### config.mk
export PLATFORM = sky130hd
export DESIGN_NAME = cla_seq_adder
export DESIGN_NICKNAME = d
export VERILOG_FILES = /design/src/rtl/cla_seq_pkg.sv /design/src/rtl/cla_seq_adder_cla4.sv /design/src/rtl/cla_seq_adder.sv
export SDC_FILE = /design/constraint.sdc
export NUM_CORES = 1
export LEC_CHECK = 0
export CAP_MARGIN = 40
export CORE_ASPECT_RATIO = 0.6
export CORE_MARGIN = 2
export CORE_UTILIZATION = 40
export DETAILED_ROUTE_END_ITERATION = 12
export PLACE_DENSITY = 0.69
export SYNTH_ARGS = -nofsm -noshare
export SYNTH_HDL_FRONTEND = slang
export SYNTH_SLANG_ARGS = --single-unit
### constraint.sdc
create_clock -name clk -period 3.4 [get_ports clk]
set_input_delay 0.51 -clock clk [delete_from_list [all_inputs] [get_ports clk]]
set_output_delay 0.51 -clock clk [all_outputs]
set_load 0.005 [all_outputs]
### src/rtl/cla_seq_pkg.sv
// cla_seq_pkg
//   Shared definitions for the nibble-serial adder controller:
//   - state_t : controller FSM states (IDLE / BUSY / DONE)
//   - SLICE_W : width of one pass through the 4-bit CLA
package cla_seq_pkg;

  localparam int SLICE_W = 4;

  typedef enum logic [1:0] {
    IDLE = 2'd0,
    BUSY = 2'd1,
    DONE = 2'd2
  } state_t;

endpackage

### src/rtl/cla_seq_adder_cla4.sv
// cla_4bit
//   Purely combinational 4-bit carry-lookahead adder slice.
//   Ports:
//     a, b  : 4-bit addends
//     cin   : carry into bit 0
//     sum   : 4-bit sum
//     cout  : carry out of bit 3
module cla_4bit (
  input  logic [3:0] a,
  input  logic [3:0] b,
  input  logic       cin,
  output logic [3:0] sum,
  output logic       cout
);

  logic [3:0] g;
  logic [3:0] p;
  logic [4:0] c;

  for (genvar gi = 0; gi < 4; gi++) begin : g_pg
    assign g[gi]   = a[gi] & b[gi];
    assign p[gi]   = a[gi] ^ b[gi];
    assign sum[gi] = p[gi] ^ c[gi];
  end

  // Every carry is flattened to two-level logic from g/p and cin, so no
  // carry ripples through another slice bit.
  assign c[0] = cin;
  assign c[1] = g[0] | (p[0] & cin);
  assign c[2] = g[1] | (p[1] & g[0]) | (p[1] & p[0] & cin);
  assign c[3] = g[2] | (p[2] & g[1]) | (p[2] & p[1] & g[0])
              | (p[2] & p[1] & p[0] & cin);
  assign c[4] = g[3] | (p[3] & g[2]) | (p[3] & p[2] & g[1])
              | (p[3] & p[2] & p[1] & g[0])
              | (p[3] & p[2] & p[1] & p[0] & cin);
  assign cout = c[4];

endmodule

### src/rtl/cla_seq_adder.sv
// cla_seq_adder
//   Wide adder that time-shares one cla_4bit: operands are accepted over a
//   valid/ready handshake, summed one nibble per cycle LSB first with the
//   inter-slice carry held in a register, and the result is presented on a
//   valid/ready output port.  {cout, sum} = a + b + cin.
//   Ports:
//     clk, rst_n            : clock, asynchronous active-low reset
//     in_valid, in_ready    : operand handshake
//     a, b, cin             : WIDTH-bit operands and carry-in
//     out_valid, out_ready  : result handshake
//     sum, cout             : registered result, stable while out_valid
//     ovf                   : signed overflow (only with CLA_SEQ_OVF_EN)
//   Build option: define CLA_SEQ_OVF_EN to add the ovf output.
module cla_seq_adder
  import cla_seq_pkg::*;
#(
  parameter int WIDTH = 16
) (
  input  logic             clk,
  input  logic             rst_n,
  input  logic             in_valid,
  output logic             in_ready,
  input  logic [WIDTH-1:0] a,
  input  logic [WIDTH-1:0] b,
  input  logic             cin,
  output logic             out_valid,
  input  logic             out_ready,
  output logic [WIDTH-1:0] sum,
  output logic             cout
`ifdef CLA_SEQ_OVF_EN
  ,
  output logic             ovf
`endif
);

  localparam int NSLICE = WIDTH / SLICE_W;
  localparam int IDXW   = (NSLICE > 1) ? $clog2(NSLICE) : 1;
  localparam logic [IDXW-1:0] LAST_IDX = IDXW'(NSLICE - 1);

  if ((WIDTH % SLICE_W) != 0 || WIDTH < SLICE_W) begin : g_bad_width
    $error("cla_seq_adder: WIDTH must be a multiple of 4 and at least 4");
  end

  state_t            state_reg;
  logic [IDXW-1:0]   idx_reg;
  logic [WIDTH-1:0]  a_reg;
  logic [WIDTH-1:0]  b_reg;
  logic              carry_reg;
  logic [WIDTH-1:0]  sum_reg;
  logic              cout_reg;
  logic              in_ready_reg;
  logic              out_valid_reg;

  logic [SLICE_W-1:0] slice_a;
  logic [SLICE_W-1:0] slice_b;
  logic [SLICE_W-1:0] slice_sum;
  logic               slice_cout;

  assign slice_a = a_reg[idx_reg*SLICE_W +: SLICE_W];
  assign slice_b = b_reg[idx_reg*SLICE_W +: SLICE_W];

  cla_4bit u_cla (
    .a    (slice_a),
    .b    (slice_b),
    .cin  (carry_reg),
    .sum  (slice_sum),
    .cout (slice_cout)
  );

`ifdef CLA_SEQ_OVF_EN
  logic ovf_reg;
  // At the last slice the top bit of the slice sum is the result MSB.
  logic ovf_next;
  assign ovf_next = (a_reg[WIDTH-1] == b_reg[WIDTH-1]) &&
                    (slice_sum[SLICE_W-1] != a_reg[WIDTH-1]);
  assign ovf = ovf_reg;
`endif

  always_ff @(posedge clk or negedge rst_n) begin
    if (!rst_n) begin
      state_reg     <= IDLE;
      idx_reg       <= '0;
      a_reg         <= '0;
      b_reg         <= '0;
      carry_reg     <= 1'b0;
      sum_reg       <= '0;
      cout_reg      <= 1'b0;
      in_ready_reg  <= 1'b1;
      out_valid_reg <= 1'b0;
`ifdef CLA_SEQ_OVF_EN
      ovf_reg       <= 1'b0;
`endif
    end else begin
      unique case (state_reg)
        IDLE: begin
          if (in_valid) begin
            a_reg        <= a;
            b_reg        <= b;
            carry_reg    <= cin;
            idx_reg      <= '0;
            in_ready_reg <= 1'b0;
            state_reg    <= BUSY;
          end
        end
        BUSY: begin
          sum_reg[idx_reg*SLICE_W +: SLICE_W] <= slice_sum;
          carry_reg <= slice_cout;
          if (idx_reg == LAST_IDX) begin
            cout_reg      <= slice_cout;
            out_valid_reg <= 1'b1;
            state_reg     <= DONE;
`ifdef CLA_SEQ_OVF_EN
            ovf_reg       <= ovf_next;
`endif
          end else begin
            idx_reg <= idx_reg + 1'b1;
          end
        end
        DONE: begin
          if (out_ready) begin
            out_valid_reg <= 1'b0;
            in_ready_reg  <= 1'b1;
            idx_reg       <= '0;
            state_reg     <= IDLE;
          end
        end
        default: begin
          state_reg     <= IDLE;
          in_ready_reg  <= 1'b1;
          out_valid_reg <= 1'b0;
        end
      endcase
    end
  end

  assign in_ready  = in_ready_reg;
  assign out_valid = out_valid_reg;
  assign sum       = sum_reg;
  assign cout      = cout_reg;

endmodule

==> results.toml, run 1 <==
[placement]
port_buffers = 55
placed_area_um2 = 3280
routabilityCongestion = 0.809
dp_hpwl_um = 4200

[worst_setup_path]
startpoint = "idx_reg[0]"
endpoint = "sum[7]"
worstReg2RegStart = "idx_reg[0]"
critPathCaptureType = "register"
critPathKind = "register to register"
start_kind = "register"
r2r-end = "sum[7]"
r2r.worst_path.cells = 5
r2r_slack_ns = 0.62
required_ns = 3.57
crit_fanout = 16
arrival_ns = 2.95

[logic_synthesis]
synth_warnings = 0
synth_seq_cells = 56
yosysSeqAreaShare_pct = 52.8
synthCells = 199
synth_fp_nets = 248
synth_cell_types = 36
synth_area_leaders = "dfrtp_1 52%, mux2_2 14%, mux4_2 6.8%, ha_1 5.2%, o31ai_1 2.8%"
postSynthAreaPerCell_um2 = 13.3
synth_area_um2 = 2660
synth_flop_cell = "dfrtp_1"
synth_top_area_share_pct = 51.8
synth_edf_count = 0
synth_largest_area_cell = "dfrtp_1"
postSynth.asyncResetShare_pct = 100

[sta]
final.setup.tns_ns = 0
slew_viol_final = 0
period_share_pct = 81.8
fin_crit_ns = 2.78
worstMarginPinSlew_ns = 0.820
fin_skew_ns = 0.00782
fmax_mhz = 360
finalHoldViolations = 0
rsz0062_at_grt = "false"
maxSlewHeadroom_pct = 45.4
setup_viol = 0

[floorplanning]
die_x_um = 109
dieArea_um2 = 7330
initial_core_util_pct = 42.3
fp-row-count = 22
coreArea_um2 = 6280
die_h_um = 67.1
pin_count = 56

[detailed_routing]
drtIter0Drc = 73
vias = 1814
wl_um = 5580
wl_per_cell_um = 16.4
ant_nets = 0
drc = 0
drtPass1Iterations = 4
routed_via_density = 5.32

[finish]
fin_nets = 305
layout_commonest_cell = "dfrtp_1"
nFillCells = 552
multi_input_area_um2 = 1190
n_antenna_cell = 0
synthToLayoutAreaGrowth_pct = 28.1
regArea_um2 = 1400
drive_above_1_share_pct = 21.4
stdcell_area_um2 = 3400
final_cell_mix = "55 x dfrtp_1, 54 x clkdlybuf4s50_1, 32 x mux2_2, 19 x nand2_1, 12 x o21ai_0"

[global_routing]
grt_use_met1_pct = 25.9
busiest_layer = "met1"
grt_max_degree = 37
use_met2_pct = 23.8
grt_pass1_vias = 1821
grt_pass1_wl_um = 9210
grt_usage_pct = 16.8
global_route.usage.met3_pct = 4.21
grt_overflow = 0
antenna_found_initial = 0

[clock_network]
cts_resized = 0
h-tree-depth = 2
clk_pin_slew_ns = 0.10
root_buffer = "clkbuf_8"
cts_setup_buffers = 0
cts_tree = "yes"
clk_latency_ns = 0.31
cts_buffer_depth = 2
cts.hold.buffers_added = 0
cts-buffers-inserted = 5
clkSinkCount = 56

[outcome]
status = "finished clean"

[pwr]
p_switching_mw = 1.29
swShare_pct = 37.9
combinationalPowerShare_pct = 49.9
p_per_area_nw_per_um2 = 1000
ir_worst_vdd_mv = 0.455
leakage_nw = 1.42
p_clk_share_pct = 13.7
p_int_mw = 2.12
power_frac_seq_pct = 36.4

[worst_hold_path]
hold_class = "primary input to async pin"

[job]
cap_violations = 0
synth_stat cells, types with 2 or more instances:
library cell	number
dfrtp_1	55
mux2_2	32
nand2_1	19
o21ai_0	12
ha_1	11
o31ai_1	10
mux4_2	8
inv_1	5
a21o_1	4
nand3b_1	4
nor2_1	4
buf_2	3
nand4_1	3
a211oi_1	2
a21oi_1	2
buf_4	2
mux2i_1	2
nand2b_1	2
nor3b_1	2
area by class of cell:
class                           instances  area share, %
Clock buffer                            7           2.83
Clock inverter                          1          0.883
Inverter                                5          0.552
Multi-Input combinational cell        131           34.9
Sequential cell                        56           41.2
Tap cell                               84           3.09
Timing Repair Buffer                   57           16.5
layer usage:
metal / part of all wire, % / vias up
met4: 0.65 / 0
met5: 0 / -
li1: - / 846
met1: 53 / 915
met3: 5.6 / 5
met2: 41 / 48
cell families (layout without fill, tap and decap cells):
family / after synthesis / count (layout) / share of synthesized area (%)
xor+xnor: 1 / 1 / 0.330
compound gates: 36 / 36 / 9.38
fa+ha+maj: 12 / 12 / 5.94
buf+inv: 12 / 70 / 2.40
simple gates: 40 / 40 / 8.01
mux: 42 / 42 / 21.1
flops: 56 / 56 / 52.8
through the flow:
step	hold WS [ns]	instances	total power, mW	utilization [%]	setup slack [ns]
floorplan	0.214	199	2.42	-	0.910
global placement	0.463	333	2.91	52.2	0.667
detailed placement	0.483	333	2.96	52.2	0.617
CTS	0.311	341	3.44	54.2	0.598
global route	0.333	341	3.70	54.2	0.467
finish	0.280	341	3.41	54.2	0.620
power by group through the flow:
stage / clock (mW) / sequential [mW] / combinational (mW)
floorplan: 0 / 1.12 / 1.30
global placement: 0 / 1.25 / 1.66
detailed placement: 0 / 1.25 / 1.71
CTS: 0.480 / 1.24 / 1.72
global route: 0.512 / 1.29 / 1.89
finish: 0.466 / 1.24 / 1.70
worst max-delay path, stage by stage, from the launching register on:
cell,delay (ns)
dfrtp_1,0.82
mux4_2,0.65
ha_1,0.36
a21o_1,0.18
a311oi_1,0.51
o31ai_1,0.14
worst min path at each step:
| stage | from | end | slack (ns) | cells past startpoint |
|---|---|---|---|---|
| final | rst_n | a_reg[10] | 0.28 | 1 |
| after detailed placement | sum[8] | sum[8] | 0.48 | 2 |
| after global placement | sum[4] | sum[4] | 0.46 | 2 |
| after global routing | rst_n | a_reg[10] | 0.33 | 1 |
| after floorplan | rst_n | a_reg[0] | 0.21 | 0 |
| after CTS | rst_n | a_reg[10] | 0.31 | 1 |
No activity file was read; power rests on OpenSTA's default activity.
==> run 2: changes to the inputs <==
--- a/config.mk
+++ b/config.mk
@@ -10,7 +10,7 @@
 export CORE_MARGIN = 2
 export CORE_UTILIZATION = 40
 export DETAILED_ROUTE_END_ITERATION = 12
-export PLACE_DENSITY = 0.69
+export PLACE_DENSITY = 0.72
 export SYNTH_ARGS = -nofsm -noshare
 export SYNTH_HDL_FRONTEND = slang
 export SYNTH_SLANG_ARGS = --single-unit
==> constraint.sdc (replaced) <==
create_clock -name clk -period 2.3 [get_ports clk]
set_input_delay 0.345 -clock clk [delete_from_list [all_inputs] [get_ports clk]]
set_output_delay 0.345 -clock clk [all_outputs]
set_load 0.005 [all_outputs]
==> run 2 against run 1 <==
Sequential share of layout area is 1.7 points lower. Setup slack got worse by 0.58 ns. Register-to-register slack got worse by 0.58 ns. Die area is the same. Routed wire length increased by 1.9%. Flip-flop and latch count unchanged. Via count grew 2.0%. Sequential power rose by 42%. Maximum frequency up 23%. Critical path type unchanged. Largest power group unchanged.
==> results.toml, run 2 (synthesis results as in run 1) <==
[outcome]
status = "finished clean"

[clock_network]
clkSinkCount = 56
root_buffer = "clkbuf_8"
h-tree-depth = 2
cts-buffers-inserted = 5
cts.hold.buffers_added = 0
cts_buffer_depth = 2
cts_tree = "yes"
clk_pin_slew_ns = 0.09
clk_latency_ns = 0.31

[pwr]
p_clk_share_pct = 9.9
combinationalPowerShare_pct = 58.2
p_per_area_nw_per_um2 = 1560
ir_worst_vdd_mv = 0.686
leakage_nw = 1.50
p_int_mw = 3.45
swShare_pct = 37.7
p_switching_mw = 2.09
power_frac_seq_pct = 31.8

[detailed_routing]
routed_via_density = 5.18
drc = 0
wl_um = 5690
wl_per_cell_um = 15.9
ant_nets = 0
vias = 1851
drtIter0Drc = 60
drtPass1Iterations = 4

[worst_setup_path]
r2r_slack_ns = 0.04
startpoint = "idx_reg[0]"
arrival_ns = 2.46
start_kind = "register"
worstReg2RegStart = "idx_reg[0]"
critPathKind = "register to register"
crit_fanout = 6
r2r.worst_path.cells = 6
r2r-end = "cout"
required_ns = 2.50
critPathCaptureType = "register"

[finish]
nFillCells = 550
multi_input_area_um2 = 1230
n_antenna_cell = 0
synthToLayoutAreaGrowth_pct = 33.7
final_util_pct = 56.6
drive_above_1_share_pct = 27.5
fin_nets = 321
regArea_um2 = 1400
final_cell_mix = "54 x dfrtp_1, 54 x clkdlybuf4s50_1, 32 x mux2_2, 19 x nand2_1, 16 x buf_4"

[sta]
setup_viol = 0
worst_slack_ns = 0.0371
maxSlewHeadroom_pct = 56.6
final.setup.tns_ns = 0
finalHoldViolations = 0
fin_crit_ns = 2.26
worstMarginPinSlew_ns = 0.652
fin_skew_ns = 0.00450
slew_viol_final = 0
fmax_mhz = 442
period_share_pct = 98.4

[job]
cap_violations = 0

[global_routing]
antenna_found_initial = 0
grt_pass1_wl_um = 9270
grt_usage_pct = 17.0
grt_max_degree = 35
grt_overflow = 0
grt_pass1_vias = 1847

[placement]
dp_slack_ns = -0.0897
routabilityCongestion = 0.831
dp_hpwl_um = 4250
port_buffers = 55

[floorplanning]
fp-row-count = 22
die_x_um = 109
dieArea_um2 = 7330
coreArea_um2 = 6280
initial_core_util_pct = 42.3
pin_count = 56
die_h_um = 67.1

[worst_hold_path]
hold_class = "primary input to async pin"
run 2: worst max path at each step:
stage / to / slack [ns] / depth (start not counted)
6_report: cout / 0.04 / 6
5_1_grt: sum[15] / -0.006 / 6
4_1_cts: cout / 0.01 / 6
3_5_place_dp: cout / -0.09 / 5
3_3_place_gp: cout / -0.02 / 5
2_1_floorplan: cout / 0.01 / 6
run 2: layout make-up:
type,instances,share of cell area [%]
repair buffers,73,19.9
well taps,84,2.96
inverters,5,0.529
clock buffers,8,2.54
multi-input cells,131,34.5
flip-flops and latches,56,39.5
run 2: critical path: stages (launching register included):
cell	delay, ns
dfrtp_2	0.38
buf_4	0.14
mux4_2	0.56
ha_1	0.35
a21o_1	0.21
a22o_4	0.25
o31a_1	0.28
run 2: what timing repair did:
action	4_1_cts	5_1_grt
setup buffers	4	0
gates resized for setup	0	7
pin swaps	0	2
endpoints found under the setup margin	5	8
run 2: routing by layer:
metal | track usage, % | vias up | part of all wire [%]
li1 | - | 883 | -
met1 | 25.2 | 910 | 52
met2 | 24.8 | 51 | 41
met3 | 4.01 | 7 | 5.6
met4 | 4.75 | 0 | 1.1
met5 | 0 | - | 0
run 2: power groups by stage:
stage	logic (mW)	clock network, mW	registers, mW
finish	3.22	0.550	1.76
floorplan	2.03	0	1.66
detailed placement	3.00	0	1.82
global route	3.54	0.610	1.81
global placement	2.92	0	1.81
CTS	3.13	0.568	1.76
run 2: per-stage QoR:
stage | instances | power (mW) | hold WS (ns) | cell area, um^2
after detailed placement | 345 | 4.82 | 0.409 | 3410
after CTS | 357 | 5.45 | 0.0675 | 3530
final | 357 | 5.54 | 0.0535 | 3550
after floorplan | 199 | 3.69 | 0.0494 | 2680
after global placement | 345 | 4.73 | 0.400 | 3410
after global routing | 357 | 5.97 | 0.0940 | 3550
==> run 3: changes to the inputs <==
--- a/config.mk
+++ b/config.mk
@@ -10,7 +10,8 @@
 export CORE_MARGIN = 2
 export CORE_UTILIZATION = 40
 export DETAILED_ROUTE_END_ITERATION = 12
-export PLACE_DENSITY = 0.72
+export PLACE_DENSITY = 0.71
 export SYNTH_ARGS = -nofsm -noshare
 export SYNTH_HDL_FRONTEND = slang
+export SYNTH_HIERARCHICAL = 1
 export SYNTH_SLANG_ARGS = --single-unit
==> run 3 against run 2 <==
Clock power is 5.6% higher. Maximum frequency is 0.15% lower. Area after synthesis is 1.7% higher. Utilization is 2.2 points lower. Global-route usage is 0.68 points lower. Clock-buffer cell count is 2 lower. Critical path depth stayed put. Setup slack worse by 0.0035 ns. Via count is 4.1% lower. Register-to-register slack hardly changed. Clock skew is 0.0033 ns higher. Flip-flop and latch count stayed put. Critical path type unchanged. Critical endpoint unchanged. Largest cell class unchanged.
==> results.toml, run 3 <==
[clock_network]
cts_buffer_depth = 2
cts-buffers-inserted = 5
root_buffer = "clkbuf_8"
cts_tree = "yes"
h-tree-depth = 2
clk_latency_ns = 0.31
clk_pin_slew_ns = 0.11
cts.hold.buffers_added = 0
clkSinkCount = 56

[logic_synthesis]
synth_area_leaders = "dfrtp_1 51%, mux2_2 13%, mux4_2 5.8%, ha_1 4.6%, nand2_1 2.9%"
synth_warnings = 6
synth_fp_nets = 250
synth_seq_cells = 56
postSynthAreaPerCell_um2 = 13.4
yosysSeqAreaShare_pct = 51.9
synth_edf_count = 0
synth_flop_cell = "dfrtp_1"
post_synth_most_frequent_cells = "55 x dfrtp_1, 32 x mux2_2, 21 x nand2_1, 10 x ha_1, 10 x o21ai_0"
synth_cell_types = 37
synth_largest_area_cell = "dfrtp_1"
synth_area_um2 = 2700
synth.most_common_cell = "dfrtp_1"
synth_top_area_share_pct = 51.0
synthCells = 202
postSynth.asyncResetShare_pct = 100

[sta]
maxSlewHeadroom_pct = 61.0
finalHoldViolations = 0
slew_viol_final = 0
period_share_pct = 98.5
fin_skew_ns = 0.00779
worstMarginPinSlew_ns = 0.586
worst_slack_ns = 0.0336
fmax_mhz = 441
rsz0062_at_grt = "true"
fin_crit_ns = 2.27
setup_viol = 0
holdWs_ns = 0.0163

[detailed_routing]
drc = 0
wl_um = 5470
vias = 1776
drtPass1Iterations = 4
drtIter0Drc = 68
wl_per_cell_um = 15.4
routed_via_density = 5.00
ant_nets = 0

[floorplanning]
die_x_um = 110
die_h_um = 67.6
coreArea_um2 = 6590
dieArea_um2 = 7440
initial_core_util_pct = 41.0
pin_count = 56
fp-row-count = 23

[worst_setup_path]
crit_chain = "mux4_2 > ha_4 > a211oi_4 > o21bai_2 > a21o_1 > mux2_2"
start_kind = "register"
slowest_stage = "mux4_2"
crit_fanout = 6
critPathKind = "register to register"
arrival_ns = 2.47
crit_buf_inv = 0
critPathTopFamily = "multiplexers"
required_ns = 2.51
critPathCaptureType = "register"
critPathMaxStageDelay_ns = 0.58

[placement]
routabilityCongestion = 0.743
dp_hpwl_um = 3960
port_buffers = 55
placed_area_um2 = 3380
dp_slack_ns = -0.0765

[finish]
final_util_pct = 54.3
synthToLayoutAreaGrowth_pct = 32.6
final_cell_mix = "54 x dfrtp_1, 54 x clkdlybuf4s50_1, 32 x mux2_2, 21 x nand2_1, 8 x a22o_1"
stdcell_area_um2 = 3580
fin_nets = 315
n_antenna_cell = 0
drive_above_1_share_pct = 28.7

[global_routing]
grt_pass1_vias = 1762
grt_pass1_wl_um = 9000
grt_overflow = 0
grt_usage_pct = 16.3
grt_max_degree = 33
antenna_found_initial = 0

[outcome]
status = "finished clean"

[pwr]
ir_worst_vdd_mv = 0.760
p_per_area_nw_per_um2 = 1610
total_power_mw = 5.78
leakage_nw = 1.48

[job]
cap_violations = 0

[worst_hold_path]
hold_class = "primary input to async pin"
==> run 3: cell types whose count changed after synthesis, sizes merged, moves of 2 or more <==
cell / before / now
nand2: 19 / 21
mux2i: 2 / 0
nand3b: 4 / 6
inv: 5 / 7
a22o: 1 / 8
nor2: 4 / 7
nor3b: 3 / 1
nand4: 3 / 0
nor3: 0 / 2
o21ai: 12 / 14
a21oi: 2 / 5
a21o: 4 / 1
o31ai: 10 / 0
nor4b: 0 / 2
==> run 3: routing by layer <==
metal / GRT usage (%) / up-vias / part of all wire (%)
met2: 22.8 / 42 / 41
li1: - / 859 / -
met3: 4.44 / 5 / 5.8
met1: 24.6 / 870 / 52
met5: 0 / - / 0
met4: 4.43 / 0 / 0.80
==> run 3: layout make-up <==
type,instances,area (um^2)
clock buffers,6,82.6
clock inverters,2,13.8
fillers,580,3010
inverters,7,26.3
multi-input cells,131,1280
flip-flops and latches,56,1400
well taps,87,109
repair buffers,66,661
==> run 3: logic make-up after synthesis <==
logic type               share of synthesized area, %
AO/OA/AOI/OAI                                    7.37
XOR/XNOR                                        0.973
adder cells (fa/ha/maj)                          5.38
buffers and inverters                            3.29
flip-flops                                       51.9
multiplexers                                     20.6
AND/OR/NAND/NOR                                  10.5
==> run 3: final timing paths <==
kind	start	end	slack, ns	depth (start not counted)
setup reg to reg	idx_reg[0]	cout	0.03	6
hold reg to reg	b_reg[5]	b_reg[5]	0.50	1
max in group asynchronous	rst_n	in_ready	1.64	2
min in group clk	b_reg[5]	b_reg[5]	0.50	1
hold / removal	rst_n	b_reg[8]	0.02	1
setup / recovery	idx_reg[0]	cout	0.03	6
==> run 3: where the power goes <==
part           switching (mW)  internal, mW  total (mW)  leakage [nW]
logic                    1.54          1.86        3.40         0.741
clock network           0.334         0.247       0.581        0.0516
registers               0.363          1.43        1.80         0.690
==> run 3: what timing repair did <==
item / in CTS / in global routing
setup buffers: 0 / 5
setup endpoints to repair: 4 / 10
resized for setup: 3 / 10
pin swaps: 2 / 11
==> run 3: through the flow <==
step	cells	setup TNS, ns
after detailed placement	342	-0.108
after CTS	350	0
after floorplan	202	0
final	355	0
after global routing	355	-0.245
after global placement	342	0
